`config.mk`:
```
export PLATFORM = sky130hd
export DESIGN_NAME = id_token_capture_flat
export DESIGN_NICKNAME = d
export VERILOG_FILES = /design/src/rtl/id_pkg.sv /design/src/rtl/id_token_capture_if.sv /design/src/rtl/tok_fifo.sv /design/src/rtl/id_token_capture.sv /design/src/flat_wrapper.sv
export SDC_FILE = /design/constraint.sdc
export NUM_CORES = 1
export LEC_CHECK = 0
export ABC_AREA = 1
export BUFFER_PORTS_ARGS = -buffer_cell sky130_fd_sc_hd__buf_4
export CORE_MARGIN = 1
export CORE_UTILIZATION = 43
export CTS_CLUSTER_DIAMETER = 50
export DETAILED_ROUTE_END_ITERATION = 6
export GPL_ROUTABILITY_DRIVEN = 0
export PLACE_DENSITY = 0.62
export SYNTH_ARGS = -nofsm -noshare
export SYNTH_HDL_FRONTEND = slang
export SYNTH_SLANG_ARGS = --single-unit
```
`constraint.sdc`:
```
create_clock -name clk -period 2.9 [get_ports clk]
set_input_delay 0.29 -clock clk [delete_from_list [all_inputs] [get_ports clk]]
set_output_delay 0.29 -clock clk [all_outputs]
set_load 0.02 [all_outputs]
```
`src/rtl/id_pkg.sv`:
```
// Shared definitions for the identifier-detect FSM and the token capture block.
// Character classes, state encoding and record field widths live here.
package id_pkg;

    localparam logic [7:0] ASCII_0     = 8'h30;
    localparam logic [7:0] ASCII_9     = 8'h39;
    localparam logic [7:0] ASCII_LA    = 8'h61;
    localparam logic [7:0] ASCII_LZ    = 8'h7A;
    localparam logic [7:0] ASCII_UA    = 8'h41;
    localparam logic [7:0] ASCII_UZ    = 8'h5A;
    localparam logic [7:0] ASCII_SPACE = 8'h20;

    localparam int CHAR_W = 8;

    typedef enum logic [0:0] {
        ST_IDLE  = 1'b0,
        ST_TOKEN = 1'b1
    } tok_state_t;

    // Fixed-width tail of a token record; the length field is sized by MAX_LEN.
    typedef struct packed {
        logic              trunc;
        logic [CHAR_W-1:0] first;
        logic [CHAR_W-1:0] last;
    } rec_tail_t;

    localparam int REC_TAIL_W = $bits(rec_tail_t);

    function automatic int len_width(input int max_len);
        return $clog2(max_len + 1);
    endfunction

    function automatic logic is_alnum(input logic [7:0] c);
        return ((c >= ASCII_0)  && (c <= ASCII_9))  ||
               ((c >= ASCII_LA) && (c <= ASCII_LZ)) ||
               ((c >= ASCII_UA) && (c <= ASCII_UZ));
    endfunction

endpackage

```
`src/rtl/id_token_capture_if.sv`:
```
// Token record stream between the capture block and its consumer.
// Handshake: a record transfers at a rising edge where rec_valid & rec_ready; while
// rec_valid=1 and rec_ready=0 the producer holds every rec_* field stable.
interface id_token_capture_if #(
    parameter int LEN_W = 4
) ();

    logic             rec_valid;
    logic             rec_ready;
    logic [LEN_W-1:0] rec_len;
    logic             rec_trunc;
    logic [7:0]       rec_first;
    logic [7:0]       rec_last;

    modport master (
        output rec_valid,
        output rec_len,
        output rec_trunc,
        output rec_first,
        output rec_last,
        input  rec_ready
    );

    modport slave (
        input  rec_valid,
        input  rec_len,
        input  rec_trunc,
        input  rec_first,
        input  rec_last,
        output rec_ready
    );

endinterface

```
`src/rtl/tok_fifo.sv`:
```
// Registered first-word-fall-through FIFO for token records.
// Outputs read zero while empty so the record bus has a defined reset value.
module tok_fifo #(
    parameter int W     = 21,
    parameter int DEPTH = 4
) (
    input  logic         clk,
    input  logic         rst_n,
    input  logic         push,
    input  logic         pop,
    input  logic [W-1:0] din,
    output logic [W-1:0] dout,
    output logic         empty,
    output logic         full
);

    localparam int PW = $clog2(DEPTH);
    localparam int CW = $clog2(DEPTH + 1);

    logic [W-1:0]  mem [DEPTH];
    logic [PW-1:0] wr_ptr;
    logic [PW-1:0] rd_ptr;
    logic [CW-1:0] count;

    assign empty = (count == '0);
    assign full  = (count == CW'(DEPTH));
    assign dout  = empty ? '0 : mem[rd_ptr];

    always_ff @(posedge clk) begin
        if (push) begin
            mem[wr_ptr] <= din;
        end
    end

    // Callers qualify push/pop, so a push while full only arrives alongside a pop.
    always_ff @(posedge clk) begin
        if (!rst_n) begin
            wr_ptr <= '0;
            rd_ptr <= '0;
            count  <= '0;
        end else begin
            if (push) begin
                wr_ptr <= wr_ptr + 1'b1;
            end
            if (pop) begin
                rd_ptr <= rd_ptr + 1'b1;
            end
            case ({push, pop})
                2'b10:   count <= count + 1'b1;
                2'b01:   count <= count - 1'b1;
                default: count <= count;
            endcase
        end
    end

endmodule

```
`src/rtl/id_token_capture.sv`:
```
// Delimits alphanumeric tokens, keeps those that ended as identifiers and queues
// {len, trunc, first, last} records to a valid/ready consumer with saturating stats.
module id_token_capture
    import id_pkg::*;
#(
    parameter int MAX_LEN    = 15,
    parameter int FIFO_DEPTH = 4,
    parameter int CNT_W      = 16
) (
    input  logic                 clk,
    input  logic                 rst_n,
    input  logic [7:0]           char,
    input  logic                 match,
    id_token_capture_if.master   rec,
    output logic [CNT_W-1:0]     id_count,
    output logic [CNT_W-1:0]     drop_count,
    output tok_state_t           dbg_state
);

    localparam int LEN_W = len_width(MAX_LEN);
    localparam int REC_W = LEN_W + REC_TAIL_W;

    logic [7:0]       d_char;
    tok_state_t       state_q, state_d;
    logic [LEN_W-1:0] len_q, len_d;
    logic             trunc_q, trunc_d;
    logic [7:0]       first_q, first_d;
    logic [7:0]       last_q, last_d;
    logic             hit_q, hit_d;
    logic             tok_end;
    logic             push;
    logic             drop;
    logic             pop;
    logic             fifo_full;
    logic             fifo_empty;
    logic [REC_W-1:0] fifo_dout;
    rec_tail_t        tail;

    // match refers to the char sampled one edge earlier, so delay char to pair them.
    always_ff @(posedge clk) begin
        if (!rst_n) begin
            d_char <= ASCII_SPACE;
        end else begin
            d_char <= char;
        end
    end

    always_ff @(posedge clk) begin
        if (!rst_n) begin
            state_q <= ST_IDLE;
            len_q   <= '0;
            trunc_q <= 1'b0;
            first_q <= '0;
            last_q  <= '0;
            hit_q   <= 1'b0;
        end else begin
            state_q <= state_d;
            len_q   <= len_d;
            trunc_q <= trunc_d;
            first_q <= first_d;
            last_q  <= last_d;
            hit_q   <= hit_d;
        end
    end

    always_comb begin
        state_d = state_q;
        len_d   = len_q;
        trunc_d = trunc_q;
        first_d = first_q;
        last_d  = last_q;
        hit_d   = hit_q;
        tok_end = 1'b0;
        case (state_q)
            ST_IDLE: begin
                if (is_alnum(d_char)) begin
                    state_d = ST_TOKEN;
                    len_d   = LEN_W'(1);
                    trunc_d = 1'b0;
                    first_d = d_char;
                    last_d  = d_char;
                    hit_d   = match;
                end
            end
            ST_TOKEN: begin
                if (is_alnum(d_char)) begin
                    if (len_q == LEN_W'(MAX_LEN)) begin
                        trunc_d = 1'b1;
                    end else begin
                        len_d = len_q + 1'b1;
                    end
                    last_d = d_char;
                    hit_d  = match;
                end else begin
                    tok_end = 1'b1;
                    state_d = ST_IDLE;
                end
            end
            default: state_d = ST_IDLE;
        endcase
    end

    // A full FIFO still accepts a push when the consumer pops on the same edge.
    assign pop  = !fifo_empty && rec.rec_ready;
    assign push = tok_end && hit_q && (!fifo_full || rec.rec_ready);
    assign drop = tok_end && hit_q && fifo_full && !rec.rec_ready;

    assign tail = '{trunc: trunc_q, first: first_q, last: last_q};

    tok_fifo #(
        .W     (REC_W),
        .DEPTH (FIFO_DEPTH)
    ) u_fifo (
        .clk   (clk),
        .rst_n (rst_n),
        .push  (push),
        .pop   (pop),
        .din   ({len_q, tail}),
        .dout  (fifo_dout),
        .empty (fifo_empty),
        .full  (fifo_full)
    );

    assign rec.rec_valid = !fifo_empty;
    assign {rec.rec_len, rec.rec_trunc, rec.rec_first, rec.rec_last} = fifo_dout;

    always_ff @(posedge clk) begin
        if (!rst_n) begin
            id_count   <= '0;
            drop_count <= '0;
        end else begin
            if (push && (id_count != '1)) begin
                id_count <= id_count + 1'b1;
            end
            if (drop && (drop_count != '1)) begin
                drop_count <= drop_count + 1'b1;
            end
        end
    end

    assign dbg_state = state_q;

endmodule
```
`src/flat_wrapper.sv`:
```
// flat-port wrapper written by rule: the top's interface ports become plain ports
module id_token_capture_flat import id_pkg::*;
#(
    parameter int MAX_LEN    = 15,
    parameter int FIFO_DEPTH = 4,
    parameter int CNT_W      = 16
)
  (clk, rst_n, char, match, id_count, drop_count, dbg_state, rec_rec_valid, rec_rec_len, rec_rec_trunc, rec_rec_first, rec_rec_last, rec_rec_ready);
  id_token_capture_if rec_i ();
  input  logic clk;
  input  logic rst_n;
  input  logic [7:0] char;
  input  logic match;
  output logic [CNT_W-1:0] id_count;
  output logic [CNT_W-1:0] drop_count;
  output tok_state_t dbg_state;
  output wire logic [$bits(rec_i.rec_valid)-1:0] rec_rec_valid;
  output wire logic [$bits(rec_i.rec_len)-1:0] rec_rec_len;
  output wire logic [$bits(rec_i.rec_trunc)-1:0] rec_rec_trunc;
  output wire logic [$bits(rec_i.rec_first)-1:0] rec_rec_first;
  output wire logic [$bits(rec_i.rec_last)-1:0] rec_rec_last;
  input wire logic [$bits(rec_i.rec_ready)-1:0] rec_rec_ready;
  assign rec_rec_valid = rec_i.rec_valid;
  assign rec_rec_len = rec_i.rec_len;
  assign rec_rec_trunc = rec_i.rec_trunc;
  assign rec_rec_first = rec_i.rec_first;
  assign rec_rec_last = rec_i.rec_last;
  assign rec_i.rec_ready = rec_rec_ready;
  id_token_capture #(.MAX_LEN(MAX_LEN), .FIFO_DEPTH(FIFO_DEPTH), .CNT_W(CNT_W)) u_core (.clk(clk), .rst_n(rst_n), .char(char), .match(match), .rec(rec_i), .id_count(id_count), .drop_count(drop_count), .dbg_state(dbg_state));
endmodule
```
# Word level (Yosys, flattened, before mapping)

Memories as Yosys holds them, arrays and structs flattened. A register that Yosys moved wholly into a read port is not among the register bits.
Index checks and enable logic that the tools add are counted.

Bits in registers: 70
Bits in writable memories: 84
Output and inout port bits: 55
Word-level logic and storage cells: 77
Memories kept: 1

$add $sub $neg: 7
Order comparisons: 6
Equal/unequal tests: 10
Mux-type cells: 19
Bitwise gates (word level): 1
Reductions and logical operators: 21

Memories:

| name              | depth | bits a word | rd ports | clocked after memory_dff | write ports | line           | RTL |
|---|---|---|---|---|---|---|---|
| u_core.u_fifo.mem | 4     | 21          | 1        | 1                        | 1           | tok_fifo.sv:20 | `logic [W-1:0] mem [DEPTH];` |

Operators by type and width:

| operator                                                           | number |
|---|---|
| adder 16 x 1 -> 16 bit (second input constant)                     | 2 |
| != test 16 bit (second input constant)                             | 2 |
| two-way mux 21 bit                                                 | 1 |
| greater-or-equal comparator 8 x 7 -> 1 bit (second input constant) | 2 |
| less-or-equal comparator 8 x 7 -> 1 bit (second input constant)    | 2 |
| two-way mux 4 bit                                                  | 3 |
| logical AND 1 bit                                                  | 10 |
| two-way mux 1 bit                                                  | 9 |
| greater-or-equal comparator 8 x 6 -> 1 bit (second input constant) | 1 |
| less-or-equal comparator 8 x 6 -> 1 bit (second input constant)    | 1 |
| two-way mux 8 bit                                                  | 1 |
| case mux 4 bit (2 select lines)                                    | 1 |
| != test 2 bit (second input constant)                              | 3 |
| case mux 3 bit (2 select lines)                                    | 1 |
| AND reduction 3 bit                                                | 2 |
| adder 2 x 1 -> 2 bit (second input constant)                       | 2 |
| adder 4 x 1 -> 4 bit (second input constant)                       | 1 |
| == test 4 bit (second input constant)                              | 1 |
| two-way mux 2 bit                                                  | 2 |
| adder 3 x 1 -> 3 bit (second input constant)                       | 1 |
| == test 3 bit (second input constant)                              | 1 |
| logical NOT 1 bit                                                  | 3 |
| logical NOT 3 bit                                                  | 1 |
| logical OR 1 bit                                                   | 3 |
| 8 further kinds                                                    | 8 |

# Logic depth before layout (Yosys ltp)

Depth in word-level cells: 10
Gate-level depth with buffers: 15
Mapped depth without buffers: 14

# Hierarchy

A second synthesis with hierarchy kept.

Cell total of the unflattened synthesis: 765
Area total of the unflattened synthesis: 6964.2 um^2

Modules (own cells, without submodules):

| module           | instances | cells an instance | area each (um^2) | sequential area each (um^2) |
|---|---|---|---|---|
| tok_fifo         | 1         | 326               | 3891.2           | 2702.6 |
| id_token_capture | 1         | 439               | 3072.9           | 1261.2 |

# Worst setup path after synthesis

No wires, ideal clock.

Path kind: register to register
Start point: register u_core.d_char[6]
End point: memory u_core.u_fifo.mem[0][0] (enable)
Setup time: 399 ps
Arrival time: 2132 ps
Data required time: 2501 ps
Slack: 370 ps
Stages on the path, launching flop included: 8
Path buffers: 2
Period minus slack after synthesis: 2530 ps
Cell sequence: dfxtp_1 > clkbuf_2 > o21ai_0 > a21oi_4 > a21oi_2 > buf_2 > nand2_2 > nor2_1

Longest elaborated chain between the ends: 10
Elaborated cells on any way between the ends: 17
Classes of those cells: 6 x order compare; 4 x mux; 7 x reduce/logical

Ends and longest elaborated chain:

| item                                                                     | line                       | RTL |
|---|---|---|
| start, declared                                                          | id_token_capture.sv:23     | `logic [7:0] d_char;` |
| start signal, assigned                                                   | id_token_capture.sv:44     | `d_char <= char;` |
| greater-or-equal comparator 8 x 6 -> 1 bit, or another cell as far along | id_pkg.sv:34               | `return ((c >= ASCII_0) && (c <= ASCII_9)) \|\|` |
| logical AND 1 bit (on tied branches)                                     | id_pkg.sv:34, id_pkg.sv:35 |  |
| logical OR 1 bit                                                         | id_pkg.sv:34               |  |
| logical OR 1 bit (*)                                                     | id_pkg.sv:35               | `((c >= ASCII_LA) && (c <= ASCII_LZ)) \|\|` |
| two-way mux 1 bit (*)                                                    | id_token_capture.sv:86     | `if (is_alnum(d_char)) begin` |
| two-way mux 1 bit (*)                                                    | id_token_capture.sv:74     | `case (state_q)` |
| logical AND 1 bit (*) (2 in series)                                      | id_token_capture.sv:105    | `assign push = tok_end && hit_q && (!fifo_full \|\| rec.rec_ready);` |
| two-way mux 1 bit (*)                                                    | tok_fifo.sv:30             | `if (push) begin` |
| two-way mux 1 bit (implied by the code) (*)                              | tok_fifo.sv:31             | `mem[wr_ptr] <= din;` |
| end, declared                                                            | tok_fifo.sv:20             |  |

Every way passes the cells marked *; elsewhere a longest branch is shown, timed or not.

==> results.yml <==
outcome:
  status: "complete, no violations"
die:
  rows: 45
  start_util_pct: 44.8
  die-width_um: 129
  io-pin-count: 67
  die_h_um: 129
  die-area_mm2: 0.0166
  core_area_mm2: 0.0154
setup_path:
  crit_slowest_cell: "inv_1"
  path_max_fanout: 42
  critical_path.max_stage_delay_ns: 0.79
  cp-end-kind: "output port"
  arrival_ns: 2.17
  worstPathRequired_ns: 2.61
  path_cells: "inv_1, o21ai_0, a21oi_1, buf_4"
  crit_type: "reg2out"
  start_kind: "flip-flop"
clocking:
  clock-root-buffer: "clkbuf_16"
  cts.sinks: 156
  numCtsBuffers: 17
  htreeDepth: 4
  clock_path_buffers: 2
  cts_tree: "yes"
  ctsResizeCount: 0
  ctsHoldBuffers: 0
  clk_pin_slew_ns: 0.06
  clk_latency_ns: 0.42
  post_cts_buffers: 0
synth:
  synth_fp_nets: 784
  ys_types: 33
  synth_area_leaders: "edfxtp_1, dfxtp_1, nor2_1, nand2_1, a21oi_1"
  async_flop_share_pct: 0
  synth_top_area_share_pct: 36.5
  synth_flop_cell: "edfxtp_1"
  netlist_instances: 763
  syn_area_mm2: 0.00691
  synth_edf_count: 84
  yosys_warnings: 0
  synth_seq_cells: 156
  synth_top_area_cell: "edfxtp_1"
  yosysSeqAreaShare_pct: 57.3
  syn_avg_cell_area_um2: 9.06
routing:
  drt_pass1_iterations: 4
  drt_wl_total_um: 15500
  ant_nets: 0
  routedWlPerCell_um: 14.8
  routed-via-count: 5387
  drcViolationCount: 0
  via_per_inst: 5.15
  first_iter_violations: 345
layout:
  final_util_pct: 53.5
  drive_gt1_share_pct: 15.2
  nFillCells: 1417
  antennaDiodeCount: 0
  areaGrowthSynthToFinish_pct: 19.4
  stdcell_area_mm2: 0.00826
  multiInputGateArea_mm2: 0.00254
  fin_nets: 844
  seq_area_mm2: 0.00396
grt:
  antenna_found_initial: 0
  grt_usage_pct: 19.4
  grt_max_degree: 43
  grt_pass1_wl_um: 24800
  gr-total-overflow: 0
  grt_pass1_vias: 5054
pwr:
  totalPowerFinal_w: 0.00511
  max-vdd-ir-drop_v: 0.000359
  leakage_nw: 3.11
  power_density_mw_per_mm2: 619
placed_design:
  dp_hpwl_um: 9830
  place_area_mm2: 0.00758
  port_buffers: 66
timing:
  fin_skew_ns: 0.00975
  hold_violations: 0
  post-route-min-period_ns: 2.46
  tns_ns: 0
  maxSlewViolCount: 0
  setup_viol: 0
  min_period_over_period_pct: 85.0
  rsz0062_at_grt: "no"
  relSlewSlack_pct: 26.4
  tightest_slew_ns: 1.10
  clock.fmax_ghz: 0.406
min_path:
  hold_path_class: "in2reg"
job:
  cap_viol_max_count: 0
path summary, 6_finish.rpt:
| path | depth (start not counted) | slack (ns) | start | end |
|---|---|---|---|---|
| worst max-delay path | 4 | 0.44 | flip-flop | rec_rec_first[3] |
| worst min-delay path | 3 | 0.07 | char[6] | u_core.d_char[6] |
| worst min register to register | 2 | 0.48 | u_core.first_q[7] | u_core.first_q[7] |
| worst max register to register | 13 | 0.62 | u_core.d_char[1] | u_core.u_fifo.count[2] |
where the power goes:
part / total [W] / internal (W) / switching [W]
Combinational: 0.000186 / 0.0000604 / 0.000125
Clock: 0.00255 / 0.00170 / 0.000850
Sequential: 0.00238 / 0.00235 / 0.0000304
final cells by class:
class | count | area share [%]
sequential | 156 | 48.0
multi-input combinational | 510 | 30.8
timing repair buffer | 77 | 7.00
clock buffer | 20 | 5.29
tap | 211 | 3.20
clock inverter | 12 | 2.94
inverter | 61 | 2.80
registers in the layout, indices dropped and copies added (netlist names), 3 cells and up, named ones only:
signal and count:
u_core.first_q 8, u_core.u_fifo.count 3, u_core.u_fifo.mem 84, u_core.len_q 4
u_core.drop_count 16, u_core.last_q 8, u_core.d_char 8, u_core.id_count 16
placed cells by master (no fill, tap or decap), drive strengths merged, types with 7 or more instances in the layout:
master	count
nor2	145
ha	8
bufinv	7
xor2	8
xnor2	10
inv	62
a21oi	73
nand2	126
clkbuf	20
nand3	28
edfxtp	84
dfxtp	72
nand4	40
buf	77
o21ai	56
metrics by stage:
| stage | setup slack (ns) | hold WS (ns) | cells |
|---|---|---|---|
| after global routing | 0.199 | 0.0629 | 1047 |
| after global placement | 0.709 | 0.448 | 1015 |
| final | 0.436 | 0.0654 | 1047 |
| after floorplan | 0.370 | 0.388 | 763 |
| after detailed placement | 0.638 | 0.470 | 1015 |
| after CTS | 0.386 | 0.0556 | 1047 |
critical path: cells and delay by family (launching register included):
| family | cells | cell delay [ns] |
|---|---|---|
| DFF | 1 | 0.31 |
| buffers and inverters | 2 | 0.97 |
| AOI/OAI and AO/OA | 2 | 0.47 |
cell usage after synthesis (2+ instances only):
library cell  count
nor2_1          142
nand2_1         121
edfxtp_1         84
dfxtp_1          72
a21oi_1          71
inv_1            58
o21ai_0          56
nand4_1          37
nand3_1          27
clkbuf_1         25
xnor2_1          10
ha_1              8
xor2_1            8
buf_2             6
nor3_1            5
a211oi_2          4
nand2_2           4
buf_6             3
nand4_4           3
nor2_2            3
a211oi_1          2
inv_2             2
o211ai_1          2
per-layer routing:
layer,vias to the layer above,GRT usage (%),routed length [um]
met4,0,8.17,244
met1,2553,24.0,7160
met3,17,3.62,627
li1,2686,-,-
met2,131,33.3,7470
met5,-,0,0
cell families (layout without fill, tap and decap cells):
family | count (synthesis) | count (layout) | synth area share, %
fa+ha+maj | 9 | 9 | 1.74
buf+inv | 97 | 170 | 5.92
compound gates | 138 | 138 | 10.8
simple gates | 345 | 345 | 21.9
flops | 156 | 156 | 57.3
xor+xnor | 18 | 18 | 2.28
Power figures use the tool's default switching activity.
